--- src/rtl/ldpc_pkg.sv ---
// ldpc_pkg: decoder-wide message widths, bit positions and shared types for the VNU and CNU
package ldpc_pkg;
    localparam int MAG_W    = 4;
    localparam int MAG_MAX  = 15;
    localparam int V2C_W    = 6;
    localparam int C2V_W    = 5;
    localparam int HD_BIT   = 5;
    localparam int SIGN_BIT = 4;
    typedef logic [MAG_W-1:0] mag_t;
    typedef enum logic {COLLECT, EMIT} cnu_state_t;
endpackage

--- src/rtl/check_node_unit_if.sv ---
// check_node_unit_if: CNU message bus; master = upstream/downstream driver, slave = CNU
// Signals: in_valid/in_ready/in_msg (v2c input), out_valid/out_ready/out_msg/out_last (c2v output), parity_ok
interface check_node_unit_if;
    import ldpc_pkg::*;
    logic             in_valid;
    logic             in_ready;
    logic [V2C_W-1:0] in_msg;
    logic             out_valid;
    logic             out_ready;
    logic [C2V_W-1:0] out_msg;
    logic             out_last;
    logic             parity_ok;
    modport master (output in_valid, in_msg, out_ready,
                    input  in_ready, out_valid, out_msg, out_last, parity_ok);
    modport slave  (input  in_valid, in_msg, out_ready,
                    output in_ready, out_valid, out_msg, out_last, parity_ok);
endinterface

--- src/rtl/cnu_min_tracker.sv ---
// cnu_min_tracker: combinational two-minimum/index update for one incoming magnitude
// Ports: m (new magnitude), k (its edge index), min1/min2/idx1 (current), *_n (updated)
module cnu_min_tracker
    import ldpc_pkg::*;
#(
    parameter int KW = 3
) (
    input  mag_t          m,
    input  logic [KW-1:0] k,
    input  mag_t          min1,
    input  mag_t          min2,
    input  logic [KW-1:0] idx1,
    output mag_t          min1_n,
    output mag_t          min2_n,
    output logic [KW-1:0] idx1_n
);
    // strict compares: ties keep the earlier index and a repeated minimum lands in min2
    logic lt1;
    always_comb begin
        lt1    = m < min1;
        min1_n = lt1 ? m : min1;
        min2_n = lt1 ? min1 : (m < min2 ? m : min2);
        idx1_n = lt1 ? k : idx1;
    end
endmodule

--- src/rtl/check_node_unit.sv ---
// check_node_unit: serial offset-min-sum check node, collects DEG v2c messages then emits DEG c2v messages
// Ports: clk, rst (async active-high), bus (check_node_unit_if.slave)
module check_node_unit
    import ldpc_pkg::*;
#(
    parameter int DEG    = 6,
    parameter int OFFSET = 0
) (
    input logic               clk,
    input logic               rst,
    check_node_unit_if.slave  bus
);
    localparam int            KW     = $clog2(DEG);
    localparam logic [KW-1:0] K_LAST = KW'(DEG - 1);
    localparam mag_t          OFF    = MAG_W'(OFFSET);
    localparam mag_t          MAXM   = MAG_W'(MAG_MAX);

    cnu_state_t     state_q, state_d;
    logic [KW-1:0]  k_q, k_d, idx1_q, idx1_d, idx1_n;
    mag_t           min1_q, min1_d, min2_q, min2_d, min1_n, min2_n;
    logic [DEG-1:0] sgn_q, sgn_d;
    logic           sign_xor_q, sign_xor_d, hd_xor_q, hd_xor_d, parity_q, parity_d;
    mag_t           sel_mag, out_mag;
    logic           emit;

    cnu_min_tracker #(.KW(KW)) u_trk (
        .m      (bus.in_msg[MAG_W-1:0]),
        .k      (k_q),
        .min1   (min1_q),
        .min2   (min2_q),
        .idx1   (idx1_q),
        .min1_n (min1_n),
        .min2_n (min2_n),
        .idx1_n (idx1_n)
    );

    always_ff @(posedge clk or posedge rst) begin
        if (rst) begin
            state_q    <= COLLECT;
            k_q        <= '0;
            idx1_q     <= '0;
            min1_q     <= MAXM;
            min2_q     <= MAXM;
            sgn_q      <= '0;
            sign_xor_q <= 1'b0;
            hd_xor_q   <= 1'b0;
            parity_q   <= 1'b0;
        end else begin
            state_q    <= state_d;
            k_q        <= k_d;
            idx1_q     <= idx1_d;
            min1_q     <= min1_d;
            min2_q     <= min2_d;
            sgn_q      <= sgn_d;
            sign_xor_q <= sign_xor_d;
            hd_xor_q   <= hd_xor_d;
            parity_q   <= parity_d;
        end
    end

    always_comb begin
        state_d    = state_q;
        k_d        = k_q;
        idx1_d     = idx1_q;
        min1_d     = min1_q;
        min2_d     = min2_q;
        sgn_d      = sgn_q;
        sign_xor_d = sign_xor_q;
        hd_xor_d   = hd_xor_q;
        parity_d   = parity_q;
        if (state_q == COLLECT) begin
            if (bus.in_valid) begin
                sgn_d[k_q] = bus.in_msg[SIGN_BIT];
                sign_xor_d = sign_xor_q ^ bus.in_msg[SIGN_BIT];
                hd_xor_d   = hd_xor_q ^ bus.in_msg[HD_BIT];
                min1_d     = min1_n;
                min2_d     = min2_n;
                idx1_d     = idx1_n;
                k_d        = k_q + 1'b1;
                if (k_q == K_LAST) begin
                    parity_d = ~(hd_xor_q ^ bus.in_msg[HD_BIT]);
                    k_d      = '0;
                    state_d  = EMIT;
                end
            end
        end else if (bus.out_ready) begin
            k_d = k_q + 1'b1;
            if (k_q == K_LAST) begin
                k_d        = '0;
                idx1_d     = '0;
                min1_d     = MAXM;
                min2_d     = MAXM;
                sign_xor_d = 1'b0;
                hd_xor_d   = 1'b0;
                state_d    = COLLECT;
            end
        end
    end

    // each edge gets the minimum over the other edges; the offset saturates at zero
    always_comb begin
        emit    = state_q == EMIT;
        sel_mag = (k_q == idx1_q) ? min2_q : min1_q;
        out_mag = (sel_mag > OFF) ? sel_mag - OFF : '0;
    end

    assign bus.in_ready  = !emit;
    assign bus.out_valid = emit;
    assign bus.out_msg   = emit ? {sign_xor_q ^ sgn_q[k_q], out_mag} : '0;
    assign bus.out_last  = emit && (k_q == K_LAST);
    assign bus.parity_ok = parity_q;
endmodule

--- src/flat_wrapper.sv ---
// flat-port wrapper written by rule: the top's interface ports become plain ports
module check_node_unit_flat import ldpc_pkg::*;
#(
    parameter int DEG    = 6,
    parameter int OFFSET = 0
)
  (clk, rst, bus_in_valid, bus_in_msg, bus_out_ready, bus_in_ready, bus_out_valid, bus_out_msg, bus_out_last, bus_parity_ok);
  check_node_unit_if bus_i ();
  input logic clk;
  input logic rst;
  input wire logic [$bits(bus_i.in_valid)-1:0] bus_in_valid;
  input wire logic [$bits(bus_i.in_msg)-1:0] bus_in_msg;
  input wire logic [$bits(bus_i.out_ready)-1:0] bus_out_ready;
  output wire logic [$bits(bus_i.in_ready)-1:0] bus_in_ready;
  output wire logic [$bits(bus_i.out_valid)-1:0] bus_out_valid;
  output wire logic [$bits(bus_i.out_msg)-1:0] bus_out_msg;
  output wire logic [$bits(bus_i.out_last)-1:0] bus_out_last;
  output wire logic [$bits(bus_i.parity_ok)-1:0] bus_parity_ok;
  assign bus_i.in_valid = bus_in_valid;
  assign bus_i.in_msg = bus_in_msg;
  assign bus_i.out_ready = bus_out_ready;
  assign bus_in_ready = bus_i.in_ready;
  assign bus_out_valid = bus_i.out_valid;
  assign bus_out_msg = bus_i.out_msg;
  assign bus_out_last = bus_i.out_last;
  assign bus_parity_ok = bus_i.parity_ok;
  check_node_unit #(.DEG(DEG), .OFFSET(OFFSET)) u_core (.clk(clk), .rst(rst), .bus(bus_i));
endmodule
--- config.mk ---
export PLATFORM = sky130hd
export DESIGN_NAME = check_node_unit_flat
export DESIGN_NICKNAME = d
export VERILOG_FILES = /design/src/rtl/ldpc_pkg.sv /design/src/rtl/check_node_unit_if.sv /design/src/rtl/cnu_min_tracker.sv /design/src/rtl/check_node_unit.sv /design/src/flat_wrapper.sv
export SDC_FILE = /design/constraint.sdc
export NUM_CORES = 1
export LEC_CHECK = 0
export ABC_CLOCK_PERIOD_IN_PS = 5500
export BUFFER_PORTS_ARGS = -buffer_cell sky130_fd_sc_hd__buf_2
export CELL_PAD_IN_SITES_DETAIL_PLACEMENT = 0
export CELL_PAD_IN_SITES_GLOBAL_PLACEMENT = 1
export CORE_MARGIN = 2
export CORE_UTILIZATION = 48
export DETAILED_ROUTE_END_ITERATION = 10
export PLACE_DENSITY = 0.89
export SYNTH_ARGS = -nofsm -noshare
export SYNTH_HDL_FRONTEND = slang
export SYNTH_HIERARCHICAL = 1
export SYNTH_SLANG_ARGS = --single-unit
--- constraint.sdc ---
create_clock -name clk -period 5.5 [get_ports clk]
set_input_delay 0.825 -clock clk [delete_from_list [all_inputs] [get_ports clk]]
set_output_delay 0.825 -clock clk [all_outputs]
set_load 0.02 [all_outputs]
# Yosys cells after proc, flatten, opt, wreduce, memory -nomap -nowiden
# Index checks and enable logic that the tools add are counted.
totals:
  register_bits: 24
  input_bits: 10
  output_inout_bits: 9
  elab_cells: 73
op_classes:
  addsub: 1
  order_cmp: 5
  eq_ne: 4
  muxes: 37
  n_bitwise: 5
  reduce_logical: 12
op_table:
  columns: ["op", "count"]
  rows:
  - ["4-bit 2-to-1 mux", 11]
  - ["3-bit 2-to-1 mux", 9]
  - ["1-bit 2-to-1 mux", 13]
  - ["4-bit < comparator", 2]
  - ["4-bit AND reduction", 2]
  - ["6-bit bitwise mux", 1]
  - ["3-bit AND reduction", 2]
  - ["5-bit 2-to-1 mux", 1]
  - ["4-bit by 1-bit > comparator with 1-bit output, second input constant", 1]
  - ["3-bit by 4-bit < comparator with 1-bit output, second input constant", 1]
  - ["2-bit != test, second input constant", 2]
  - ["2-bit AND reduction", 2]
  - ["2-bit nonzero test", 2]
  - ["3-bit by 1-bit adder with 3-bit output, second input constant", 1]
  - ["1-bit binary-select mux with 3-bit select", 1]
  - ["1-bit demux with 3-bit select", 1]
  - ["3-bit == test", 1]
  - ["3-bit == test, second input constant", 1]
  - ["3-bit by 1-bit >= comparator with 1-bit output, second input constant", 1]
  - ["3-bit nonzero test", 1]
  - ["1-bit XOR", 3]
  - ["1-bit logical AND", 2]
  - ["1-bit inverter", 2]
  - ["1-bit logical NOT", 1]

# Depth between registers and ports, before layout
# Gate-level depths: netlist (run 1).
depth:
  word_depth: 5
  mapped_depth: 8
  ltp_nobuf: 8

# Modules after synthesis
# Netlist (run 1), hierarchy kept.
by_module_without_submodules:
  columns: ["mod", "instances", "cells_each", "area_each_um2", "seq_area_each_um2"]
  rows:
  - ["check_node_unit", 1, 117, 1237.4, 610.6]
  - ["cnu_min_tracker", 1, 39, 344.1, 0.0]

# Worst setup path before layout (run 1)
# No wires, ideal clock.
synth_timing:
  path_kind: "input -> register"
  start: "input port bus_in_msg[3]"
  end: "register u_core.min2_q[0]"
  setup_ns: 0.084
  arrival_ns: 2.300
  required_ns: 5.416
  path_slack_ns: 3.116
  path_stages: 7
  path_buffers: 0
  cell_sequence: "ha_1 o211ai_1 o21ai_0 mux2_2 mux2_2 nor2_1 o21ai_0"
synth_between:
  elab_chain_cells: 4
  elab_cells_between_ends: 7
  classes_between: "order compare: 2; mux: 3; reduce/logical: 2"
synth_lines:
  columns: ["element", "line", "source"]
  rows:
  - ["start, declared", "flat_wrapper.sv:12", "input wire logic [$bits(bus_i.in_msg)-1:0] bus_in_msg;"]
  - ["4-bit < comparator", "cnu_min_tracker.sv:20", "lt1 = m < min1;"]
  - ["4-bit 2-to-1 mux", "cnu_min_tracker.sv:22", "min2_n = lt1 ? min1 : (m < min2 ? m : min2);"]
  - ["named net u_core.min2_n[0]", "check_node_unit.sv:20", "mag_t min1_q, min1_d, min2_q, min2_d, min1_n, min2_n;"]
  - ["4-bit 2-to-1 mux", "check_node_unit.sv:72", "if (bus.in_valid) begin"]
  - ["4-bit 2-to-1 mux", "check_node_unit.sv:71", "if (state_q == COLLECT) begin"]
  - ["end signal, assigned", "check_node_unit.sv:53", "min2_q <= min2_d;"]
  - ["end, declared", "check_node_unit.sv:20", null]
# The timed path passes the listed nets, and every way through them passes these cells. The select of a mux whose other input is x is not followed.
# A chain may end at the register's enable or synchronous reset.

# Worst setup path after layout (run 1)
layout_timing:
  start: "register u_core.k_q[0]"
  end: "output port bus_out_msg[4]"
layout_between:
  elab_chain_cells: 4
layout_lines:
  columns: ["element", "line", "source"]
  rows:
  - ["start, declared", "check_node_unit.sv:19", "logic [KW-1:0] k_q, k_d, idx1_q, idx1_d, idx1_n;"]
  - ["start signal, assigned", "check_node_unit.sv:50", "k_q <= k_d;"]
  - ["1-bit binary-select mux with 3-bit select", "check_node_unit.sv:109", "assign bus.out_msg = emit ? {sign_xor_q ^ sgn_q[k_q], out_mag} : '0;"]
  - ["1-bit 2-to-1 mux (implied by the code)", "check_node_unit.sv:109", null]
  - ["1-bit XOR", "check_node_unit.sv:109", null]
  - ["5-bit 2-to-1 mux", "check_node_unit.sv:109", null]
  - ["end, declared", "flat_wrapper.sv:16", "output wire logic [$bits(bus_i.out_msg)-1:0] bus_out_msg;"]
# Every way passes these cells. The select of a mux whose other input is x is not followed.

==> out/summary.txt, run 1 <==
Status - complete, no violations
Final Cycle Share - 50.7%
Total power - 0.00109 W
Post_cts resized - 0
Mean Syn Cell Area - 10.1 um^2
Setup TNS - 0 ps
Final nets - 190
Reg area - 611 um^2
Initial Util - 51.0%
Final ANT Viol Nets - 0
CORE AREA - 3100 um^2
Synth Area in Simple Gates - 17.0%
Startpoint types - flip-flop
Lkg Pwr - 0.802 nW
Worst-Skew Late Latency - 310 ps
GRT Util Overall - 18.2%
Worst-path clk slew - 120 ps
Maxcap violations - 0
F_max - 358 MHz
Hold crit path type - flip-flop to flip-flop
Initial antenna violation count - 0
WL final - 3.03 mm
RePlAce Congestion - 0.778
Largest family of logic cells by synthesized area - multiplexers
Compound-Gate Fraction of Synth Area - 11.7%
Worst-path maximum fanout - 11
Ys async rst share - 100%
Chip Height - 61.4 um
Setup Viol. Count Final - 0
Die W - 61.4 um
Port Buffers - 18
Post-synthesis xor/xnor area fraction - 2.77%
DP Area - 1690 um^2
Vias per inst - 5.20
Tightest Pin Transition - 898 ps
Layout area overhead - 8.23%
# fillers - 325
H-tree depth - 1
Multi-input gate area - 900 um^2
Vias in the first global route - 1058
Site row count - 20
Largest net degree at the start of global routing - 25
CTS max path bufs - 2
Tmin final - 2790 ps
IR drop worst, VDD - 0.000305 V
Post-synthesis mux area share - 20.6%
DP Wirelength - 2.26 mm
Final Hold Slack - 504 ps
Final design utilization - 55.2%
Final hold vios - 0
Residual DRC - 0
Top_reg_cell synth - dfrtp_1
Share of layout cells above drive strength 1 - 33.7%
Netlist cell types - 34
Die area - 3770 um^2
Number of diodes - 0
Flops & latches, synth - 24
Total gr overflow - 0
1st-iter DRT viols - 39
Worst slew margin - 40.0%
Clk root buf - clkbuf_4
WL/cell - 14.0 um
Post-synthesis sequential area ratio - 38.6%
Setup CP Type - flip-flop to output port
Total number of vias - 1123
CTS buffer count - 3
Adder-cell share of the synthesized area - 4.75%
Pwr dens - 637 nW/um^2
Synth Instances - 156
Worst Path Arrival - 1960 ps
CTS tree - done
Synth Net Count - 172
# clock sinks - 24
Design Area, Final - 1710 um^2
Final Max Tran Viols - 0
Mapped cell area - 1580 um^2
Hold-fix buffers, CTS - 0
IO Pins - 19
TritonRoute pass-1 iters - 4
Critical Path RT - 4680 ps
Post-CTS Setup Bufs - 0
First-pass GRT wire length - 5.03 mm
EDFF count, synth - 0
CP Capture Type - output port
YS warnings - 6
Clock Skew - 1.56 ps
RSZ-0062 raised after global routing - false
==> flip-flops by register name, summed over array words and instances (netlist names) <==
| name | count |
|---|---|
| u_core/min1_q | 4 |
| u_core/bus.parity_ok | 1 |
| u_core/k_q | 3 |
| u_core/sign_xor_q | 1 |
| u_core/sgn_q | 6 |
| u_core/min2_q | 4 |
| u_core/idx1_q | 3 |
| u_core/hd_xor_q | 1 |
| u_core/bus.out_valid | 1 |
==> routing by layer <==
metal	global-route usage (%)	up-vias	share of wire (%)	routed length [um]
met5	0	-	0	0
met4	4.56	0	0.96	29
met3	3.78	5	2.7	81
met2	29.5	11	48	1450
met1	25.1	533	48	1470
li1	-	574	-	-
==> layout by cell type, fill, tap and decap left out <==
master and count:
a22oi_2 1, nor3_1 1, clkbuf_4 3, nor2b_1 2
nor3b_1 1, a21oi_2 1, ha_1 6, dfstp_2 8
a22o_1 3, nand2b_4 1, and3b_4 1, buf_2 18
xnor2_1 5, nor3b_2 1, dfrtp_1 16, nand2b_1 2
mux2_2 17, o21ai_0 11, mux2_4 3, nor3_4 1
mux2i_1 9, and2_1 2, nand2_1 15, o211ai_1 1
and2b_1 1, or2_2 1, a2111oi_4 1, a31oi_2 1
nand3_1 6, nor2_1 17, o21ai_1 2, a21oi_1 5
inv_1 9
==> layout make-up <==
class                      count  area share [%]
timing repair buffer          18            5.26
sequential                    24            35.7
multi-input combinational    118            52.6
tap                           44            3.22
inverter                       9            1.97
clock buffer                   3            1.32
==> cell usage after synthesis (all sizes together), types with 2 or more instances <==
| cell | instances | area share (%) |
|---|---|---|
| dfstp | 8 | 13 |
| mux2 | 20 | 15 |
| nand3 | 6 | 1.9 |
| ha | 6 | 4.7 |
| buf | 4 | 2.1 |
| a21oi | 6 | 2.1 |
| and2 | 2 | 0.79 |
| nor2 | 17 | 4.0 |
| nand2b | 3 | 1.7 |
| o21ai | 13 | 4.1 |
| dfrtp | 16 | 25 |
| mux2i | 9 | 5.7 |
| a22o | 3 | 1.7 |
| nor2b | 2 | 0.79 |
| xnor2 | 5 | 2.8 |
| nor3 | 2 | 1.3 |
| inv | 9 | 2.1 |
| nor3b | 2 | 1.3 |
| nand2 | 15 | 3.6 |
==> kinds of logic after synthesis <==
logic type / count (synthesis)
fa+ha+maj: 6
compound gates: 26
mux: 29
xor+xnor: 5
buf+inv: 14
flops: 24
simple gates: 52
==> stage by stage <==
stage | worst slack (ps) | instances
after floorplan | 3120 | 156
after global placement | 2860 | 213
after detailed placement | 2740 | 213
after CTS | 2680 | 216
after global routing | 2610 | 216
final | 2710 | 216
==> critical path, cell delays in order, from the launching register on <==
cell     delay, ps
dfrtp_1        680
mux2_2         410
a22oi_2        140
a21oi_1        100
nor3b_2        140
buf_2          180
==> where the power goes <==
part           switching, W  leakage (nW)  internal [W]
Combinational      0.000316         0.505      0.000307
Clock             0.0000485        0.0138     0.0000256
Sequential         0.000106         0.283      0.000286
==> worst paths after layout <==
kind | cells after the start | slack (ps) | endpoint | from
max in group asynchronous | 2 | 4270 | u_core/idx1_q[2]$_DFFE_PP0P_ | rst
setup reg to reg | 8 | 3080 | u_core/min2_q[0]$_DFFE_PP1P_ | u_core/min2_q[3]$_DFFE_PP1P_
hold / removal | 2 | 500 | u_core/min1_q[3]$_DFFE_PP1P_ | u_core/min1_q[3]$_DFFE_PP1P_
setup / recovery | 5 | 2710 | bus_out_msg[4] | u_core/k_q[0]$_DFFE_PP0P_
hold reg to reg | 2 | 500 | u_core/min1_q[3]$_DFFE_PP1P_ | u_core/min1_q[3]$_DFFE_PP1P_
min in group asynchronous | 2 | 690 | u_core/bus.parity_ok$_DFFE_PP0P_ | rst
Note: power is estimated with default switching activity, not from simulation.
==> run 2, diff against run 1 <==
Settings changed: ABC_AREA from default to 1, ABC_CLOCK_PERIOD_IN_PS 5500 to 2500, CORE_UTILIZATION 48 to 38, PLACE_DENSITY 0.89 to 0.81.
Clock period 5.5 ns to 2.5 ns, I/O delays scaled along.
==> run 2 against run 1 <==
Sequential cell count unchanged; critical path depth increased by 1; first-iteration DRC count increased by 140%; clock power increased to 3.1 times the previous value; combinational power increased by 120%; sequential share of layout area decreased by 2.1 points; utilization decreased by 13 points; worst setup slack got worse by 2300 ps; count of clock-buffer cells in the layout unchanged; final area increased by 6.3%.
==> out/summary.txt, run 2 <==
Tightest Pin Transition - 841 ps
Post-synthesis sequential area ratio - 36.6%
Setup TNS - 0 ps
Initial antenna violation count - 0
Total gr overflow - 0
Worst-Skew Late Latency - 260 ps
Worst slew margin - 43.9%
WL final - 3.32 mm
TritonRoute pass-1 iters - 4
Hold crit path type - input pin to async pin
Critical Path RT - 2120 ps
Most common cell after layout, fill and taps aside - nand2_1
Status - complete, no violations
Die area - 4940 um^2
Lkg Pwr - 0.963 nW
Post-CTS Setup Bufs - 0
# clock sinks - 24
Hold-fix buffers, CTS - 0
Maxcap violations - 0
DP Area - 1780 um^2
Worst-path clk slew - 80 ps
Cell with the most instances after synthesis - nand2_1
EDFF count, synth - 0
IR drop worst, VDD - 0.000454 V
Final ANT Viol Nets - 0
Top reg by flops - u_core/sgn_q
CTS buffer count - 3
Critical Path Most Common Cell - nand2_1
CTS max path bufs - 2
Setup Viol. Count Final - 0
Largest cells by area after synthesis - dfrtp_1, nand2_1, dfstp_2
YS warnings - 6
RePlAce Congestion - 0.806
Cell with the largest stage delay on the worst path - dfrtp_1
DP Wirelength - 2.51 mm
Clk root buf - clkbuf_8
Synth Net Count - 246
Synth Instances - 230
CP Launch Point - u_core/k_q[0]$_DFFE_PP0P_
Share of layout cells above drive strength 1 - 22.7%
Worst-path maximum fanout - 10
IO Pins - 19
Clock Skew - 3.65 ps
Layout area overhead - 9.00%
Initial Util - 38.9%
# fillers - 477
Vias per inst - 4.68
R2R Path End - u_core/min2_q[1]$_DFFE_PP1P_
Max reg flops - 6
Pwr dens - 1350 nW/um^2
Startpoint types - flip-flop
Number of diodes - 0
Ys async rst share - 100%
H-tree depth - 1
Flop2flop setup slack - 620 ps
Synth area leader - dfrtp_1
First-pass GRT wire length - 5.93 mm
F_max - 475 MHz
Site row count - 24
Tmin final - 2100 ps
Max incr delay on CP - 610 ps
CP Capture Type - output port
Chip Height - 70.3 um
Commonest cells post-synth - nand2_1, inv_1, nor2_1
Setup CP Type - flip-flop to output port
Flops & latches, synth - 24
Final nets - 265
WL/cell - 11.1 um
Top cell type's share of synthesized area - 24.0%
Residual DRC - 0
Biggest regs - u_core/sgn_q (6), u_core/min1_q (4), u_core/min2_q (4)
1st-iter DRT viols - 92
Design Area, Final - 1820 um^2
R2r startpoint - u_core/min1_q[1]$_DFFE_PP1P_
Netlist cell types - 27
Largest net degree at the start of global routing - 22
CORE AREA - 4290 um^2
Die W - 70.3 um
Mean Syn Cell Area - 7.26 um^2
Most frequent cells in the layout - nand2_1, inv_1, nor2_1
Total number of vias - 1398
Vias in the first global route - 1362
Post_cts resized - 0
Top_reg_cell synth - dfrtp_1
Mapped cell area - 1670 um^2
Worst-path cell chain - xnor2_1 > nand3_1 > nand2_1 > nand2_1 > nor2_1 > buf_2
Port Buffers - 18
RSZ-0062 raised after global routing - false
Worst R2R Path Depth - 11
Final hold vios - 0
CTS tree - done
Final Max Tran Viols - 0
Final Cycle Share - 84.2%
GRT Util Overall - 14.8%
Worst Path Arrival - 1730 ps
[run 2: changes by cell type after synthesis, moves of 3 or more]
| cell | before | now |
|---|---|---|
| mux2_2 | 17 | 0 |
| nand2_1 | 15 | 67 |
| nand3_1 | 6 | 18 |
| mux2i_1 | 9 | 0 |
| o21ai_0 | 11 | 15 |
| inv_1 | 9 | 28 |
| o21ai_2 | 0 | 5 |
| inv_2 | 0 | 6 |
| a22o_1 | 3 | 0 |
| mux2_4 | 3 | 0 |
| nor2_1 | 17 | 25 |
| nand3_2 | 0 | 4 |
[run 2: per-stage QoR]
step           hold slack (ps)  instances  power, W  util (%)  setup slack (ps)
2_1_floorplan              384        230   0.00201         -               789
3_3_place_gp               467        296   0.00223      41.4               619
3_5_place_dp               475        296   0.00225      41.4               621
4_1_cts                    298        299   0.00249      42.4               359
5_1_grt                    351        299   0.00274      42.4               203
6_report                   268        299   0.00246      42.4               396
[run 2: worst max-delay path: cells and delay by family, from the launching register on]
kind                      cells  cell delay [ps]
buffers and inverters         1              170
and+or+nand+nor               4              520
xor gates and xnor gates      1              170
DFF                           1              610
[run 2: worst max path at each step]
stage	slack (ps)	cells past startpoint	end
2_1_floorplan	790	9	u_core/min2_q[0]$_DFFE_PP1P_
3_3_place_gp	620	11	u_core/min2_q[2]$_DFFE_PP1P_
3_5_place_dp	620	11	u_core/min2_q[1]$_DFFE_PP1P_
4_1_cts	360	6	bus_out_msg[0]
5_1_grt	200	6	bus_out_msg[3]
6_report	400	6	bus_out_msg[0]
[run 2: logic make-up (layout without fill, tap and decap cells)]
group	after synthesis	after routing	share of synthesized area, %
flops	24	24	36.6
xor+xnor	5	5	2.62
buf+inv	41	58	11.8
simple gates	124	124	33.9
compound gates	30	30	10.6
fa+ha+maj	6	6	4.50
[run 2: where the power goes]
group | leakage [nW] | switching, W | internal (W)
Combinational | 0.662 | 0.000877 | 0.000506
Clock | 0.0216 | 0.000120 | 0.000108
Sequential | 0.280 | 0.000217 | 0.000631
[run 2: area by class of cell]
cell class	count	area, um^2	share of cell area, %
Clock buffer	3	41.3	2.27
Sequential cell	24	611	33.6
Inverter	35	136	7.50
Tap cell	52	65.1	3.58
Multi-Input combinational cell	165	861	47.3
Timing Repair Buffer	20	105	5.78
[run 2: per-layer routing]
| metal | share of wire (%) | track usage, % | routed length [um] | vias up |
|---|---|---|---|---|
| met2 | 47 | 24.8 | 1550 | 14 |
| met1 | 50 | 19.3 | 1680 | 626 |
| met4 | 0.63 | 5.56 | 21 | 0 |
| met3 | 2.3 | 1.88 | 77 | 2 |
| met5 | 0 | 0 | 0 | - |
| li1 | - | - | - | 756 |
